===== config.mk =====
export PLATFORM = sky130hd
export DESIGN_NAME = gsim_accum
export DESIGN_NICKNAME = d
export VERILOG_FILES = /design/src/rtl/gsim_pkg.sv /design/src/rtl/gsim_sat37.sv /design/src/rtl/gsim_accum.sv
export SDC_FILE = /design/constraint.sdc
export NUM_CORES = 2
export LEC_CHECK = 0
export BUFFER_PORTS_ARGS = -buffer_cell sky130_fd_sc_hd__buf_2
export CAP_MARGIN = 25
export CELL_PAD_IN_SITES_DETAIL_PLACEMENT = 2
export CELL_PAD_IN_SITES_GLOBAL_PLACEMENT = 2
export CORE_MARGIN = 5
export CORE_UTILIZATION = 37
export DETAILED_ROUTE_END_ITERATION = 8
export PLACE_DENSITY = 0.79
export SYNTH_ARGS = -nofsm -noshare
export SYNTH_HDL_FRONTEND = slang
export SYNTH_SLANG_ARGS = --single-unit

===== constraint.sdc =====
create_clock -name clk -period 5.1 [get_ports clk]
set_input_delay 0.51 -clock clk [delete_from_list [all_inputs] [get_ports clk]]
set_output_delay 0.51 -clock clk [all_outputs]
set_load 0.01 [all_outputs]

===== src/rtl/gsim_pkg.sv =====
// Shared widths, clamp limits and row-FSM states for the Gauss-Seidel row accumulator.
package gsim_pkg;
  localparam int B_W   = 16;
  localparam int A_W   = 16;
  localparam int X_W   = 32;
  localparam int XR_W  = 37;
  localparam int P_W   = 48;
  localparam int ACC_W = 53;

  localparam logic [XR_W-1:0] X_SAT_MAX = 37'h0F_FFFF_FFFF;
  localparam logic [XR_W-1:0] X_SAT_MIN = 37'h10_0000_0000;

  typedef enum logic [1:0] {
    IDLE  = 2'd0,
    ACC   = 2'd1,
    DRAIN = 2'd2,
    OUT   = 2'd3
  } state_t;
endpackage


===== src/rtl/gsim_sat37.sv =====
// Combinational clamp of the 53-bit Q37.16 row sum into signed Q21.16.
module gsim_sat37
  import gsim_pkg::*;
(
  input  logic signed [ACC_W-1:0] sum,
  output logic        [XR_W-1:0]  x_sat,
  output logic                    sat
);
  // The value fits iff every bit from the Q21.16 sign bit upward agrees.
  logic [ACC_W-XR_W:0] hi;

  always_comb begin
    hi  = sum[ACC_W-1:XR_W-1];
    sat = !((&hi) || !(|hi));
    if (!sat)
      x_sat = sum[XR_W-1:0];
    else if (sum[ACC_W-1])
      x_sat = X_SAT_MIN;
    else
      x_sat = X_SAT_MAX;
  end
endmodule


===== src/rtl/gsim_accum.sv =====
// Row accumulator: X_r = b_i - sum(a_ij * x_j), one registered product per term, clamped to Q21.16.
module gsim_accum
  import gsim_pkg::*;
#(
  parameter int MAX_TERMS = 15
) (
  input  logic                   clk,
  input  logic                   rst_n,
  input  logic                   in_valid,
  output logic                   in_ready,
  input  logic signed [B_W-1:0]  b_in,
  input  logic                   term_valid,
  output logic                   term_ready,
  input  logic                   term_last,
  input  logic signed [A_W-1:0]  a_in,
  input  logic signed [X_W-1:0]  x_in,
  output logic                   out_valid,
  input  logic                   out_ready,
  output logic        [XR_W-1:0] X_r,
  output logic                   sat_flag
);
  localparam int CNT_W = $clog2(MAX_TERMS + 1);

  state_t                  state;
  logic signed [ACC_W-1:0] acc;
  logic signed [P_W-1:0]   p;
  logic                    p_v;
  logic [CNT_W-1:0]        cnt;

  logic                    term_acc;
  logic                    term_end;
  logic signed [ACC_W-1:0] acc_sub;
  logic        [XR_W-1:0]  x_sat;
  logic                    sat;

  assign in_ready   = (state == IDLE);
  assign term_ready = (state == ACC);
  assign out_valid  = (state == OUT);

  assign term_acc = term_ready && term_valid;
  assign term_end = term_last || (cnt == CNT_W'(MAX_TERMS - 1));
  assign acc_sub  = acc - {{(ACC_W-P_W){p[P_W-1]}}, p};

  gsim_sat37 u_sat (
    .sum   (acc_sub),
    .x_sat (x_sat),
    .sat   (sat)
  );

  always_ff @(posedge clk or negedge rst_n) begin
    if (!rst_n) begin
      state    <= IDLE;
      acc      <= '0;
      p        <= '0;
      p_v      <= 1'b0;
      cnt      <= '0;
      X_r      <= '0;
      sat_flag <= 1'b0;
    end else begin
      p_v <= term_acc;
      if (term_acc) p <= a_in * x_in;

      // p_v is never set in IDLE, so the row load and the subtract never collide.
      if (state == IDLE && in_valid)
        acc <= {{(ACC_W-B_W-16){b_in[B_W-1]}}, b_in, 16'd0};
      else if (p_v)
        acc <= acc_sub;

      case (state)
        IDLE: if (in_valid) begin
          cnt   <= '0;
          state <= ACC;
        end
        ACC: if (term_valid) begin
          cnt <= cnt + CNT_W'(1);
          if (term_end) state <= DRAIN;
        end
        DRAIN: begin
          X_r      <= x_sat;
          sat_flag <= sat;
          state    <= OUT;
        end
        OUT: if (out_ready) state <= IDLE;
        default: state <= IDLE;
      endcase
    end
  end
endmodule


==> flow_metrics.tcl <==
set metrics [dict create \
    dp_hpwl_mm 93.19 \
    antenna_found_initial 2 \
    crit_end "p[46]" \
    core_area_um2 73210 \
    ys_seq_elements 146 \
    crit_start "a_in[8]" \
    grt_max_degree 97 \
    synthArstFlopShare_pct 100.0 \
    run_status "finished with violations" \
    synth.most_common_cell "inv_1" \
    stdcell_area_um2 33810 \
    firstDrtPassIters 5 \
    yosysTopAreaCell "fa_1" \
    cts_sinks 146 \
    syn_to_final_growth_pct 23.27 \
    dpl-instance-area_um2 31310 \
    worst_pin_slew_ns 0.9368 \
    drtIter0Drc 2011 \
    path_clk_slew_ns 0.07 \
    finalClockSkew_ns 0.01848 \
    synth.yosys.seq_area_share_pct 13.32 \
    rows 99 \
    grt.overflow.total 0 \
    crit_buf_inv 7 \
    initial_core_util_pct 37.47 \
    met1Wirelength_mm 54.12 \
    critical_path_class "in -> reg" \
    clkLatencyLatePin_ns 0.48 \
    io_buffers 110 \
    yosys-top-cells-area "fa_1 36%, dfrtp_1 13%, inv_1 8.5%" \
    syn_inst 3155 \
    finalHoldViolCount 0 \
    track_usage_pct 33.05 \
    nFillCells 7865 \
    ant_nets 0 \
    slew_headroom_pct 37.31 \
    synth_nets 3884 \
    num_vias 26490 \
    nets 4240 \
    cts_tree "done" \
    synth_edf_count 0 \
    r2r-end "X_r[35]" \
    pin_count 111 \
    ys_types 85 \
    grt_pass1_vias 30600 \
    setup_viol 36 \
    slew_viol_final 0 \
    violations "negative setup slack" \
    worstPathMaxFanout 13 \
    finalCritPeriodShare_pct 141.6 \
    cts_buffers 17 \
    fin_crit_ns 7.223 \
    synth_top_area_share_pct 35.54 \
    crit_cells 25 \
    die_h_um 282.3 \
    vias_per_cell 5.907 \
    clock_path_buffers 2 \
    die-area_um2 79680 \
    gp_congestion 0.9116 \
    ys_top_cells_by_count "624 x inv_1, 487 x fa_1, 420 x nand2_1" \
    startpoint_type "input pin" \
    slowest_delay_ns 0.63 \
    crit_family "adder cells" \
    synth.avg_cell_area_um2 8.695 \
    hold-worst-slack_ns 0.2722 \
    rr_worst_depth 15 \
    drive_gt1_share_pct 22.19 \
    arrival_ns 7.63 \
    grt_pass1_wl_mm 197.9 \
    cts.htree.levels 4 \
    die_w_um 282.3 \
    fin_cells 4484 \
    placed_cells 4375 \
    crit_path_frequent_cell "fa_1" \
    endpoint_kind "register" \
    yosys_warnings 0 \
    max_cap_viol_count 0 \
    fmax_ghz 0.1385 \
    highest_layer "met5" \
    ys.flop_type "dfrtp_1" \
    drc_errors 0 \
    routed_wl_mm 147.1 \
    routed-wl-met2_mm 72.16 \
    cts_root_buf "clkbuf_16" \
    rsz0062_at_grt "true" \
    setup_ws_ns -2.123 \
    netlist_area_um2 27430 \
    reg2reg_from "acc[0]" \
    required_ns 5.50 \
    detailroute.wirelength.met3_mm 9.535 \
    min_path_type "in -> reg" \
    critPathSlowestCell "fa_1" \
    detail_route.wl_per_cell_um 32.80 \
    r2r_slack_ns 0.21 \
]
## state kept, by name, indices dropped and copies added (netlist names)
register / flops
cnt: 4
X_r: 37
state: 2
p_v: 1
acc: 53
p: 48
sat_flag: 1
## worst register-to-register path: stages, from the launching register on
cell and delay [ns]:
dfrtp_1 0.39, inv_1 0.07, ha_1 0.24, fa_1 0.44, nor2b_1 0.26, o31ai_1 0.18, a2111oi_0 0.50, o21ai_0 0.28
a31oi_2 0.48, o22ai_1 0.15, xor2_1 0.29, nand4_1 0.23, or4b_4 0.67, o21ai_2 0.17, buf_4 0.27, a21oi_1 0.14
## metrics by stage
stage / setup WS (ns) / TNS [ns] / util, %
final: -2.123 / -45.33 / 46.19
after global routing: -2.146 / -47.26 / 46.19
after CTS: -1.351 / -27.10 / 45.42
after detailed placement: -2.243 / -56.89 / 42.76
after global placement: -1.888 / -43.56 / 42.76
after floorplan: -1.476 / -20.17 / -
## worst min path at each step
stage | from | endpoint | slack [ns] | depth (start not counted)
after CTS | rst_n | cnt[2] | 0.18 | 1
after global routing | b_in[2] | acc[18] | 0.27 | 3
final | b_in[7] | acc[23] | 0.27 | 3
after global placement | p[45] | p[45] | 0.46 | 1
after floorplan | rst_n | X_r[0] | 0.21 | 0
after detailed placement | p[27] | p[27] | 0.47 | 2
## area by class of cell
class | instances | area (um^2) | area share, %
Inverter | 624 | 2342 | 6.927
Tap cell | 959 | 1200 | 3.549
Timing Repair Buffer | 489 | 4113 | 12.16
Antenna cell | 1 | 2.502 | 0.007401
Clock inverter | 15 | 165.2 | 0.4884
Multi-Input combinational cell | 2233 | 21910 | 64.80
Clock buffer | 17 | 425.4 | 1.258
Sequential cell | 146 | 3655 | 10.81
## cell families (layout without fill, tap and decap cells)
family	Yosys count	in the layout	synth area share, %
muxes	47	47	1.720
and+or+nand+nor	941	941	16.57
other	0	1	0
AOI/OAI and AO/OA	497	497	11.48
adders and majority gates	659	659	43.39
DFF	146	146	13.32
xor gates and xnor gates	89	89	2.842
buffers and inverters	776	1145	10.69
## cell usage in the layout, fill, tap and decap left out, drive strengths merged, types with 9 or more instances in the layout
master and n:
a211o 9, a211oi 14, a21o 46, a21oi 139, a31oi 12, and2 216, and3 12, buf 485
clkbuf 18, dfrtp 146, fa 487, ha 172, inv 632, mux2i 46, nand2 420, nand2b 16
nand3 18, nand4 27, nor2 116, nor2b 18, nor3 57, o211ai 9, o21a 20, o21ai 154
o21bai 13, o22ai 16, o31ai 10, xnor2 52, xor2 37
## metal layers
metal  vias to the layer above  GRT usage, %
li1                      10540             -
met1                     13810         37.71
met2                      1443         58.66
met3                       689         6.900
met4                         2         16.86
met5                         -             0
## repair_timing
item,CTS,global route
setup buffers,58,19
hold buffers,0,1
gates cloned,2,1
setup endpoints to repair,37,45
hold endpoints to repair,0,10
pin swaps,84,67
resized for setup,246,100
Power is not shown: default switching activity piles up to over one toggle a cycle in this logic, so the estimate is an artifact.
